[src/rtl/fetch_unit_l2.sv]
// In-order instruction fetch stage: owns the PC, keeps up to p_max_in_flight
// memory requests outstanding, buffers responses in order and squashes on redirect.
module fetch_unit_l2 #(
   parameter logic [31:0] p_rst_addr      = 32'h200,
   parameter int          p_max_in_flight = 2,
   parameter int          p_seq_num_bits  = 5
) (
   input  logic                      clk,
   input  logic                      rst,
   output logic                      mem_req_val,
   input  logic                      mem_req_rdy,
   output logic [31:0]               mem_req_addr,
   input  logic                      mem_resp_val,
   output logic                      mem_resp_rdy,
   input  logic [31:0]               mem_resp_data,
   output logic                      D_val,
   input  logic                      D_rdy,
   output logic [31:0]               D_inst,
   output logic [31:0]               D_pc,
   output logic [p_seq_num_bits-1:0] D_seq_num,
   input  logic                      redirect_val,
   input  logic [31:0]               redirect_target
);

   localparam int DEPTH = p_max_in_flight;
   localparam int PW    = (DEPTH > 1) ? $clog2(DEPTH) : 1;
   localparam int CW    = $clog2(DEPTH + 1);

   logic [31:0]               pc_q, pc_d;
   logic [CW-1:0]             in_flight_q, in_flight_d;
   logic [CW-1:0]             drop_q, drop_d;
   logic [p_seq_num_bits-1:0] seq_num_q, seq_num_d;

   logic [31:0]   rf_inst_q [DEPTH];
   logic [31:0]   rf_inst_d [DEPTH];
   logic [31:0]   rf_pc_q [DEPTH];
   logic [31:0]   rf_pc_d [DEPTH];
   logic [PW-1:0] rf_wr_q, rf_wr_d, rf_rd_q, rf_rd_d;
   logic [CW-1:0] rf_cnt_q, rf_cnt_d;

   // Pending-PC fifo occupancy is in_flight itself, so it needs no counter.
   logic [31:0]   pf_pc_q [DEPTH];
   logic [31:0]   pf_pc_d [DEPTH];
   logic [PW-1:0] pf_wr_q, pf_wr_d, pf_rd_q, pf_rd_d;

   logic [CW:0] occ;
   logic        req_xfer;
   logic        resp_fire;
   logic        resp_keep;
   logic        d_xfer;
   logic [31:0] resp_pc;

   function automatic logic [PW-1:0] ptr_inc(input logic [PW-1:0] p);
      return (p == PW'(DEPTH - 1)) ? '0 : p + PW'(1);
   endfunction

   assign occ          = {1'b0, in_flight_q} + {1'b0, rf_cnt_q};
   assign mem_req_val  = !rst && !redirect_val && (occ < (CW+1)'(DEPTH));
   assign mem_req_addr = pc_q;
   assign req_xfer     = mem_req_val && mem_req_rdy;
   assign mem_resp_rdy = !rst;
   // Guard against stray responses from before a reset underflowing the count.
   assign resp_fire    = mem_resp_val && mem_resp_rdy && (in_flight_q != '0);
   assign resp_keep    = resp_fire && (drop_q == '0) && !redirect_val;
   assign resp_pc      = pf_pc_q[pf_rd_q];

   assign D_val     = !rst && (rf_cnt_q != '0) && !redirect_val;
   assign D_inst    = rf_inst_q[rf_rd_q];
   assign D_pc      = rf_pc_q[rf_rd_q];
   assign D_seq_num = seq_num_q;
   assign d_xfer    = D_val && D_rdy;

   always_comb begin
      pc_d      = pc_q;
      drop_d    = drop_q;
      seq_num_d = seq_num_q;
      rf_inst_d = rf_inst_q;
      rf_pc_d   = rf_pc_q;
      rf_wr_d   = rf_wr_q;
      rf_rd_d   = rf_rd_q;
      pf_pc_d   = pf_pc_q;
      pf_wr_d   = pf_wr_q;
      pf_rd_d   = pf_rd_q;

      in_flight_d = in_flight_q + CW'(req_xfer) - CW'(resp_fire);
      rf_cnt_d    = rf_cnt_q + CW'(resp_keep) - CW'(d_xfer);

      if (req_xfer) begin
         pf_pc_d[pf_wr_q] = pc_q;
         pf_wr_d          = ptr_inc(pf_wr_q);
         pc_d             = pc_q + 32'd4;
      end

      if (resp_fire) begin
         pf_rd_d = ptr_inc(pf_rd_q);
         if (drop_q != '0) drop_d = drop_q - CW'(1);
      end

      if (resp_keep) begin
         rf_inst_d[rf_wr_q] = mem_resp_data;
         rf_pc_d[rf_wr_q]   = resp_pc;
         rf_wr_d            = ptr_inc(rf_wr_q);
      end

      if (d_xfer) begin
         rf_rd_d   = ptr_inc(rf_rd_q);
         seq_num_d = seq_num_q + p_seq_num_bits'(1);
      end

      // No request issues in a redirect cycle, so every remaining outstanding
      // request (in_flight_d) belongs to the squashed path.
      if (redirect_val) begin
         pc_d     = redirect_target;
         rf_cnt_d = '0;
         rf_wr_d  = '0;
         rf_rd_d  = '0;
         drop_d   = in_flight_d;
      end
   end

   always_ff @(posedge clk) begin
      if (rst) begin
         pc_q        <= p_rst_addr;
         in_flight_q <= '0;
         drop_q      <= '0;
         seq_num_q   <= '0;
         rf_wr_q     <= '0;
         rf_rd_q     <= '0;
         rf_cnt_q    <= '0;
         pf_wr_q     <= '0;
         pf_rd_q     <= '0;
      end else begin
         pc_q        <= pc_d;
         in_flight_q <= in_flight_d;
         drop_q      <= drop_d;
         seq_num_q   <= seq_num_d;
         rf_wr_q     <= rf_wr_d;
         rf_rd_q     <= rf_rd_d;
         rf_cnt_q    <= rf_cnt_d;
         pf_wr_q     <= pf_wr_d;
         pf_rd_q     <= pf_rd_d;
      end
   end

   always_ff @(posedge clk) begin
      rf_inst_q <= rf_inst_d;
      rf_pc_q   <= rf_pc_d;
      pf_pc_q   <= pf_pc_d;
   end

endmodule

[config.mk]
export PLATFORM = sky130hd
export DESIGN_NAME = fetch_unit_l2
export DESIGN_NICKNAME = d
export VERILOG_FILES = /design/src/rtl/fetch_unit_l2.sv
export SDC_FILE = /design/constraint.sdc
export NUM_CORES = 1
export LEC_CHECK = 0
export BUFFER_PORTS_ARGS = -buffer_cell sky130_fd_sc_hd__clkbuf_2
export CAP_MARGIN = 20
export CORE_MARGIN = 1
export CORE_UTILIZATION = 50
export DETAILED_ROUTE_END_ITERATION = 10
export GPL_TIMING_DRIVEN = 0
export PLACE_DENSITY = 0.83
export SLEW_MARGIN = 20
export SYNTH_ARGS = -nofsm -noshare
export SYNTH_HDL_FRONTEND = slang
export SYNTH_SLANG_ARGS = --single-unit
[constraint.sdc]
create_clock -name clk -period 6.3 [get_ports clk]
set_clock_uncertainty 0.2 [all_clocks]
set_input_delay 0.63 -clock clk [delete_from_list [all_inputs] [get_ports clk]]
set_output_delay 0.63 -clock clk [all_outputs]
set_load 0.02 [all_outputs]
==> results of run 1 <==
power groups by stage:
stage / logic [µW] / registers [µW] / clock network, µW
after CTS: 218 / 1790 / 1430
after global placement: 207 / 1820 / 0
after global routing: 235 / 1790 / 1490
after detailed placement: 217 / 1820 / 0
after floorplan: 114 / 1820 / 0
final: 218 / 1790 / 1400
state kept, by name (all words and copies together), names as in the netlist:
signal	cells
rf_pc_q	64
rf_wr_q	1
rf_rd_q	1
drop_q	2
pf_pc_q	64
pf_wr_q	1
rf_cnt_q	2
in_flight_q	2
D_seq_num	5
rf_inst_q	64
mem_req_addr	32
pf_rd_q	1
synthesized netlist by cell type (2+ instances only):
library cell / count
o2111a_1: 3
a31oi_1: 3
o21ai_0: 9
or2_2: 2
nor2_1: 39
a211o_1: 2
and4_1: 5
a311oi_1: 12
nand3_1: 11
nor2b_1: 3
a21oi_1: 8
nand4_1: 18
nor4_1: 6
mux2_2: 96
xor2_1: 10
edfxtp_1: 192
buf_1: 2
clkbuf_1: 24
and2_1: 6
nand2_1: 26
or4_4: 2
xnor2_1: 9
nor3_1: 3
ha_1: 7
o211ai_1: 2
a211oi_1: 7
o31ai_1: 7
or3_1: 8
and3_1: 4
o311ai_1: 2
mux2i_1: 3
a311o_1: 4
dfxtp_1: 47
inv_1: 13
or4_1: 9
cells by family after synthesis:
| logic type | after synthesis | share of synthesized area (%) |
|---|---|---|
| buffers and inverters | 41 | 1.700 |
| adders and majority gates | 8 | 1.125 |
| and+or+nand+nor | 151 | 8.631 |
| DFF | 239 | 70.09 |
| muxes | 99 | 11.61 |
| xor gates and xnor gates | 19 | 1.739 |
| AOI/OAI and AO/OA | 65 | 5.100 |
area by class of cell:
cell class	instances	share of cell area (%)
antenna	1	0.02127
buffer	28	0.9678
clock buffer	33	5.743
clock inverter	12	1.053
inverter	13	0.4148
multi-input combinational	342	23.14
sequential	239	57.00
tap	234	2.489
timing repair buffer	181	9.167
routing by layer:
metal / vias to the layer above / track usage (%)
met5: - / 0
met4: 2 / 7.114
met3: 40 / 5.231
met2: 284 / 34.29
met1: 2915 / 26.23
li1: 2841 / -
metrics by stage:
stage | util, % | setup slack (ns) | TNS [ns]
6_report | 62.90 | 2.648 | 0
4_1_cts | 62.88 | 2.680 | 0
3_5_place_dp | 58.61 | 2.706 | 0
5_1_grt | 62.88 | 2.477 | 0
2_1_floorplan | - | 1.600 | 0
3_3_place_gp | 57.34 | -0.4490 | -56.15
layout by cell type, fill, tap and decap left out, types with 9 or more instances in the layout:
cell / n
dfxtp_1: 47
nand4_1: 18
inv_1: 13
or4_1: 9
clkbuf_2: 173
clkbuf_16: 25
o21ai_0: 9
a311oi_1: 12
nand3_1: 11
xnor2_1: 9
nand2_1: 26
mux2_2: 96
clkbuf_1: 30
nor2_1: 36
edfxtp_1: 192
xor2_1: 10
path summary, 6_finish.rpt:
check	to	slack, ns	depth (start not counted)
min	rf_inst_q[51]	0.12	1
max	drop_q[1]	2.65	13
max reg2reg	drop_q[1]	2.65	13
min reg2reg	pf_pc_q[41]	0.30	0
==> flow_metrics.env, run 1 <==
export IMPL_hold_path_class="primary input to register"
export IMPL_p_seq_share_pct=52.4
export IMPL_whs_ns=0.1195
export IMPL_synth_edff_count=192
export IMPL_via_per_inst=5.616
export IMPL_clock_root_buffer="clkbuf_16"
export IMPL_status="finished clean"
export IMPL_regArea_um2=6706
export IMPL_post_route_drc_count=0
export IMPL_clockBufferDepth=3
export IMPL_netlist_area_um2=9568
export IMPL_grt_max_degree=24
export IMPL_p_sw_uw=734.4
export IMPL_num_fill_cells=1380
export IMPL_crit_path_start_kind="register"
export IMPL_yosys_cell_types_count=53
export IMPL_dr_wl_met3_um=1857
export IMPL_clock_fmax_ghz=0.2738
export IMPL_place_congestion=0.9252
export IMPL_place_hpwl_um=14500
export IMPL_die_h_um=140.3
export IMPL_cts_tree="done"
export IMPL_final_antenna_net_count=0
export IMPL_area_growth_pct=22.96
export IMPL_coreArea_um2=18710
export IMPL_wl_per_cell_um=18.95
export IMPL_grt_setup_unrepaired="no"
export IMPL_synth_cells=622
export IMPL_worstPathRequired_ns=6.50
export IMPL_synthTopCellsByArea="edfxtp_1 60%, mux2_2 11%, dfxtp_1 9.8%"
export IMPL_worst_setup_path_end_kind="register"
export IMPL_clk_latency_ns=0.51
export IMPL_power_frac_comb_pct=6.4
export IMPL_p_clk_share_pct=41.2
export IMPL_nets=908
export IMPL_place_area_um2=10960
export IMPL_antenna_found_initial=2
export IMPL_finalHoldViolCount=0
export IMPL_tightest_slew_ns=1.234
export IMPL_arrival_ns=3.85
export IMPL_path_delay_family="adder cells"
export IMPL_cts_repair_resized=0
export IMPL_yosysTopAreaCellShare_pct=60.26
export IMPL_vias=6082
export IMPL_cpPeakStageDelay_ns=0.52
export IMPL_power_leakage_uw=0.004261
export IMPL_async_flop_share_pct=0
export IMPL_crit_slowest_cell="fa_1"
export IMPL_final_cell_count_no_fill=1083
export IMPL_ys_seq_area_share_pct=70.09
export IMPL_syn_area_per_cell_um2=15.38
export IMPL_hp_start="mem_resp_data[19]"
export IMPL_setup_violations=0
export IMPL_drt_wl_total_um=20530
export IMPL_min_period_ns=3.652
export IMPL_synth_seq_cells=239
export IMPL_power_density_nw_per_um2=289.8
export IMPL_drv_cap=0
export IMPL_drt_iter0_markers=423
export IMPL_start_util_pct=51.15
export IMPL_cts_hold_buf=0
export IMPL_yosysTopAreaCell="edfxtp_1"
export IMPL_finalCritPeriodShare_pct=57.96
export IMPL_dr_max_layer_used="met5"
export IMPL_stdcell_area_um2=11770
export IMPL_worstSetupPathType="register to register"
export IMPL_power_total_uw=3410
export IMPL_irDropWorstVdd_mv=0.2010
export IMPL_cts_reportedPaths_clkPinSlew_ns=0.06
export IMPL_cts_setup_buffers=0
export IMPL_grt_ovfl_total=0
export IMPL_drive_gt1_share_pct=38.21
export IMPL_num_rows=50
export IMPL_path_cells="and2_1, fa_1, or3b_1, clkbuf_1, nor2_2, inv_1, ha_1, inv_1, ha_1, xor2_1, xnor2_1, nor2_1, o21a_1"
export IMPL_synthFlopType="edfxtp_1"
export IMPL_reg2reg_from="in_flight_q[0]"
export IMPL_grt_usage_pct=20.60
export IMPL_dieWidth_um=140.3
export IMPL_swShare_pct=21.54
export IMPL_m1WireLength_um=8477
export IMPL_path_buf_inv=3
export IMPL_slew_headroom_pct=16.99
export IMPL_io_pins=174
export IMPL_slew_viol_final=0
export IMPL_p_int_uw=2676
export IMPL_cts_sink_count=239
export IMPL_dr_pass1_iters=5
export IMPL_dp_cells=1037
export IMPL_cts_htree_levels=1
export IMPL_yosysWarnings=0
export IMPL_grt_pass1_wl_um=31380
export IMPL_grt_pass1_vias=5858
export IMPL_dieArea_um2=19690
export IMPL_path_max_fanout=7
export IMPL_cts_buffers=25
export IMPL_synth_nets=700
export IMPL_crit_start="in_flight_q[0]"
export IMPL_multi_input_area_um2=2723
export IMPL_wl_met2_um=9652
export IMPL_io_buffers=173
Power figures use the tool's default switching activity.
==> run 2: changes to the inputs <==
ABC_AREA = 1   (was default)
PLACE_DENSITY = 0.85   (was 0.83)
clock period = 3.1 ns   (was 6.3 ns; I/O delays follow)
==> flow_metrics.env, run 2 <==
export IMPL_dieWidth_um=143.6
export IMPL_cts_reportedPaths_clkPinSlew_ns=0.06
export IMPL_path_max_fanout=10
export IMPL_cts_sink_count=239
export IMPL_grt_pass1_wl_um=36720
export IMPL_crit_path_start_kind="register"
export IMPL_antenna_found_initial=0
export IMPL_synthFlopType="edfxtp_1"
export IMPL_p_int_uw=5487
export IMPL_cpPeakStageDelay_ns=0.45
export IMPL_grt_pass1_vias=7524
export IMPL_post_route_drc_count=0
export IMPL_final_common_cell="nand2_1"
export IMPL_hold_path_class="primary input to register"
export IMPL_worst_setup_path_end_kind="register"
export IMPL_drt_wl_total_um=23840
export IMPL_layout_common_cells="413 x nand2_1, 192 x edfxtp_1, 171 x clkbuf_2, 69 x dlygate4sd3_1, 62 x inv_1"
export IMPL_yosys_cell_count_top_type="nand2_1"
export IMPL_async_flop_share_pct=0
export IMPL_synth_nets=1043
export IMPL_stdcell_area_um2=12850
export IMPL_wl_per_cell_um=15.69
export IMPL_yosysTopAreaCellShare_pct=57.54
export IMPL_die_h_um=143.6
export IMPL_grt_ovfl_total=0
export IMPL_power_leakage_uw=0.005401
export IMPL_place_hpwl_um=15850
export IMPL_cts_tree="done"
export IMPL_swShare_pct=21.82
export IMPL_drt_iter0_markers=484
export IMPL_clockBufferDepth=3
export IMPL_synthTopCellsByArea="edfxtp_1 58%, nand2_1 15%, dfxtp_1 9.4%"
export IMPL_clock_root_buffer="clkbuf_16"
export IMPL_crit_slowest_cell="fa_1"
export IMPL_place_congestion=0.9153
export IMPL_yosys_cell_types_count=37
export IMPL_worstPathRequired_ns=3.36
export IMPL_power_density_nw_per_um2=546.1
export IMPL_cts_htree_levels=1
export IMPL_grt_setup_unrepaired="no"
export IMPL_finalHoldViolCount=0
export IMPL_area_growth_pct=28.24
export IMPL_io_pins=174
export IMPL_num_rows=51
export IMPL_min_period_ns=2.868
export IMPL_place_area_um2=11370
export IMPL_synth_edff_count=192
export IMPL_start_util_pct=51.32
export IMPL_status="finished clean"
export IMPL_path_cells="nand2_1, inv_1, fa_1, nor2_2, nand3_4, ha_1, inv_1, ha_1, xor2_1, xor2_1, nand2_1, o211ai_1, nand2_1, inv_1"
export IMPL_syn_area_per_cell_um2=10.38
export IMPL_clk_latency_ns=0.51
export IMPL_tightest_slew_ns=0.6845
export IMPL_final_antenna_net_count=0
export IMPL_arrival_ns=3.13
export IMPL_ys_seq_area_share_pct=66.92
export IMPL_synth_seq_cells=239
export IMPL_nets=1315
export IMPL_irDropWorstVdd_mv=0.3600
export IMPL_netlist_area_um2=10020
export IMPL_p_sw_uw=1532
export IMPL_p_clk_share_pct=40.8
export IMPL_p_seq_share_pct=51.6
export IMPL_yosysTopAreaCell="edfxtp_1"
export IMPL_drive_gt1_share_pct=20.96
export IMPL_synth_top_cells_by_count="413 x nand2_1, 192 x edfxtp_1, 62 x inv_1"
export IMPL_top_regs="pf_pc_q (64), rf_inst_q (64), rf_pc_q (64)"
export IMPL_fin_tns_setup_ns=0
export IMPL_synth_cells=965
export IMPL_diodes=0
export IMPL_slew_viol_final=0
export IMPL_worstSetupPathType="register to register"
export IMPL_io_buffers=171
export IMPL_vias=7680
export IMPL_drv_cap=0
export IMPL_grt_usage_pct=23.30
export IMPL_setup_violations=0
export IMPL_slew_headroom_pct=54.36
export IMPL_cts_buffers=24
export IMPL_clock_fmax_ghz=0.3486
export IMPL_coreArea_um2=19530
export IMPL_finalCritPeriodShare_pct=92.52
export IMPL_dr_pass1_iters=6
export IMPL_grt_max_degree=28
export IMPL_dieArea_um2=20610
export IMPL_power_frac_comb_pct=7.7
export IMPL_yosysWarnings=0
export IMPL_via_per_inst=5.053
## run 2: critical path, delay by kind of cell, from the launching register on
kind / cells / cell delay [ns]
simple gates: 5 / 0.63
buf+inv: 3 / 0.18
compound gates: 1 / 0.10
flops: 1 / 0.36
xor+xnor: 2 / 0.42
fa+ha+maj: 3 / 0.93
## run 2: path summary, 6_finish.rpt
path                            cells after the start                to  slack (ns)           startpoint
worst max-delay path                               14         drop_q[1]        0.23          rf_cnt_q[0]
worst min-delay path                                5  mem_req_addr[21]       0.007  redirect_target[21]
worst max register to register                     14         drop_q[1]        0.23          rf_cnt_q[0]
worst min register to register                      2      D_seq_num[4]        0.31         D_seq_num[4]
## run 2: cell families after synthesis
logic type	after synthesis	share of synthesized area, %
flops	239	66.92
buf+inv	103	4.408
compound gates	67	3.608
simple gates	531	22.42
xor+xnor	17	1.561
fa+ha+maj	8	1.074
## run 2: layer usage
layer	wire, µm	vias up	global-route usage, %	part of all wire [%]
met1	8869	3580	26.03	37
met2	12280	330	42.82	52
met3	1936	58	5.132	8.1
met4	755	0	9.462	3.2
li1	-	3712	-	-
met5	0	-	0	0
## run 2: stage by stage
stage	std cells	utilization [%]	hold slack, ns	power, µW	setup WS (ns)
finish	1520	65.81	0.007267	7018	0.2317
detailed placement	1407	58.25	0.2585	4138	0.2454
global placement	1401	57.45	0.2532	4109	-1.291
CTS	1520	65.80	0.001451	7045	0.2263
floorplan	965	-	0.2089	3943	-0.1170
global route	1520	65.81	0.01792	7242	0.004971
## run 2: cell type report
cell class                      instances  area (µm²)
Sequential cell                       239        6706
Fill cell                            1434        6675
Multi-Input combinational cell        623        2905
Timing Repair Buffer                  246        1682
Clock buffer                           32       651.9
Tap cell                              265       331.6
Inverter                               69       264.0
Buffer                                 34       177.7
Clock inverter                         12       132.6
## run 2: what timing repair did
action,4_1_cts,5_1_grt
setup endpoints to repair,0,1
gates resized for setup,0,1
hold endpoints to repair,95,0
hold buffers,69,0
buffers inserted,0,0
## run 2: power by group through the flow
stage / Clock (µW) / Combinational [µW] / Sequential, µW
after global routing: 3030 / 587 / 3630
after CTS: 2900 / 528 / 3620
after detailed placement: 0 / 453 / 3690
after global placement: 0 / 425 / 3680
after floorplan: 0 / 245 / 3700
final: 2860 / 537 / 3620
==> run 3: changes to the inputs <==
clock period = 2.55 ns   (was 3.1 ns; I/O delays follow)
==> flow_metrics.env, run 3 (same netlist as run 2, synthesis figures left out) <==
export IMPL_status="finished, violations left"
export IMPL_failed_checks="negative setup slack"
export IMPL_worst_setup_path_end_kind="register"
export IMPL_finalCritPeriodShare_pct=106.7
export IMPL_antenna_found_initial=0
export IMPL_path_delay_family="simple AND/OR/NAND/NOR gates"
export IMPL_crit_start="rf_cnt_q[0]"
export IMPL_io_buffers=171
export IMPL_dieArea_um2=20610
export IMPL_fin_tns_setup_ns=-10.38
export IMPL_postLayoutSetupSlackWorst_ns=-0.1708
export IMPL_drt_wl_total_um=24560
export IMPL_cts_tree="done"
export IMPL_place_congestion=0.9198
export IMPL_utilization_pct=66.76
export IMPL_tightest_slew_ns=0.9825
export IMPL_cpPeakStageDelay_ns=0.74
export IMPL_worstPathRequired_ns=2.48
export IMPL_grt_ovfl_total=0
export IMPL_die_h_um=143.6
export IMPL_grt_setup_unrepaired="yes"
export IMPL_setup_violations=66
export IMPL_worstSetupPathType="register to register"
export IMPL_final_antenna_net_count=0
export IMPL_num_fill_cells=1386
export IMPL_area_growth_pct=30.09
export IMPL_cts_sink_count=239
export IMPL_grt_pass1_vias=7692
export IMPL_num_rows=51
export IMPL_drive_gt1_share_pct=22.70
export IMPL_wl_per_cell_um=16.01
export IMPL_start_util_pct=51.32
export IMPL_slew_viol_final=0
export IMPL_reg2reg_from="rf_cnt_q[0]"
export IMPL_power_leakage_uw=0.005463
export IMPL_layout_common_cells="412 x nand2_1, 192 x edfxtp_1, 178 x clkbuf_2, 78 x dlygate4sd3_1, 60 x inv_1"
export IMPL_min_period_ns=2.721
export IMPL_r2r_slack_ns=-0.17
export IMPL_place_hpwl_um=15970
export IMPL_cts_reportedPaths_clkPinSlew_ns=0.07
export IMPL_power_density_nw_per_um2=662.2
export IMPL_clockBufferDepth=3
export IMPL_min_path_cells=5
export IMPL_dr_pass1_iters=5
export IMPL_irDropWorstVdd_mv=0.4432
export IMPL_clock_fmax_ghz=0.3675
export IMPL_cts_buffers=24
export IMPL_post_route_drc_count=0
export IMPL_path_max_fanout=32
export IMPL_grt_max_degree=33
export IMPL_final_common_cell="nand2_1"
export IMPL_regToRegEndpoint="pf_pc_q[37]"
export IMPL_drt_iter0_markers=563
export IMPL_coreArea_um2=19530
export IMPL_clock_root_buffer="clkbuf_16"
export IMPL_finalHoldViolCount=0
export IMPL_top_regs="pf_pc_q (64), rf_inst_q (64), rf_pc_q (64)"
export IMPL_hold_end="pf_wr_q"
export IMPL_dieWidth_um=143.6
export IMPL_slew_headroom_pct=34.35
export IMPL_hold_path_class="primary input to register"
export IMPL_stdcell_area_um2=13040
export IMPL_diodes=0
export IMPL_io_pins=174
export IMPL_reg2reg_depth=7
export IMPL_crit_slowest_cell="nor2_4"
export IMPL_grt_pass1_wl_um=37380
export IMPL_place_area_um2=11330
export IMPL_nets=1329
export IMPL_grt_usage_pct=23.88
export IMPL_cts_htree_levels=1
export IMPL_arrival_ns=2.65
export IMPL_vias=7708
export IMPL_via_per_inst=5.025
export IMPL_dp_cells=1405
export IMPL_final_cell_count_no_fill=1534
export IMPL_path_cells="nand2_2, inv_2, fa_1, nor2_2, nand3_4, buf_6, nor2_4"
export IMPL_drv_cap=0
export IMPL_hp_start="mem_req_rdy"
export IMPL_path_buf_inv=2
export IMPL_crit_path_start_kind="register"
export IMPL_clk_latency_ns=0.52
[run 3: cell types whose count changed in the layout (fill, tap and decap cells not counted), sizes merged]
cell and change:
inv +1, clkinvlp +2, dlygate4sd3 +9, clkinv -6, clkbuf +5, buf +3
[run 3: worst max path at each step]
stage                     cells after the start             to  slack, ns
after floorplan                               4   rf_inst_q[0]      -0.67
after detailed placement                     14      drop_q[1]      -0.25
after global placement                        4  rf_inst_q[23]      -1.84
final                                         7    pf_pc_q[37]      -0.17
after CTS                                    14      drop_q[1]      -0.11
after global routing                          7    pf_pc_q[27]      -0.29
[run 3: layout make-up]
type | instances | area, µm² | area share [%]
clock buffers | 35 | 673.1 | 5.164
clock inverters | 9 | 127.6 | 0.9790
repair buffers | 261 | 1788 | 13.72
plain buffers | 33 | 182.7 | 1.401
inverters | 69 | 264.0 | 2.025
multi-input cells | 623 | 2960 | 22.71
flip-flops and latches | 239 | 6709 | 51.46
well taps | 265 | 331.6 | 2.543
[run 3: power by group]
group	total, µW	internal (µW)	switching, µW
clock network	3540	2140	1400
registers	4400	4320	83.6
logic	686	273	412
[run 3: through the flow]
step | setup slack, ns | hold slack, ns | power (µW)
6_report | -0.1708 | 0.1227 | 8633
5_1_grt | -0.2878 | 0.1143 | 8905
4_1_cts | -0.1056 | 0.002508 | 8631
3_5_place_dp | -0.2489 | 0.2481 | 5028
3_3_place_gp | -1.839 | 0.2442 | 4997
2_1_floorplan | -0.6670 | 0.1539 | 4795
[run 3: what timing repair did]
| action | CTS | global route |
|---|---|---|
| hold buffers | 78 | 0 |
| setup buffers | 4 | 4 |
| setup endpoints to repair | 218 | 102 |
| cloned | 0 | 0 |
| pin swaps | 7 | 7 |
| endpoints found under the hold margin | 104 | 0 |
| resized for setup | 6 | 19 |
[run 3: worst reg2reg max path: cells and delay by family (launching register included)]
kind,cells,cell delay (ns)
DFF,1,0.33
adders and majority gates,1,0.50
and+or+nand+nor,4,1.11
buffers and inverters,2,0.20
[run 3: per-layer routing]
layer	vias to the layer above	GRT usage (%)	share of wire, %
met2	338	43.18	51
met1	3568	26.91	38
li1	3732	-	-
met3	70	4.732	7.4
met4	0	11.48	3.7
met5	-	0	0
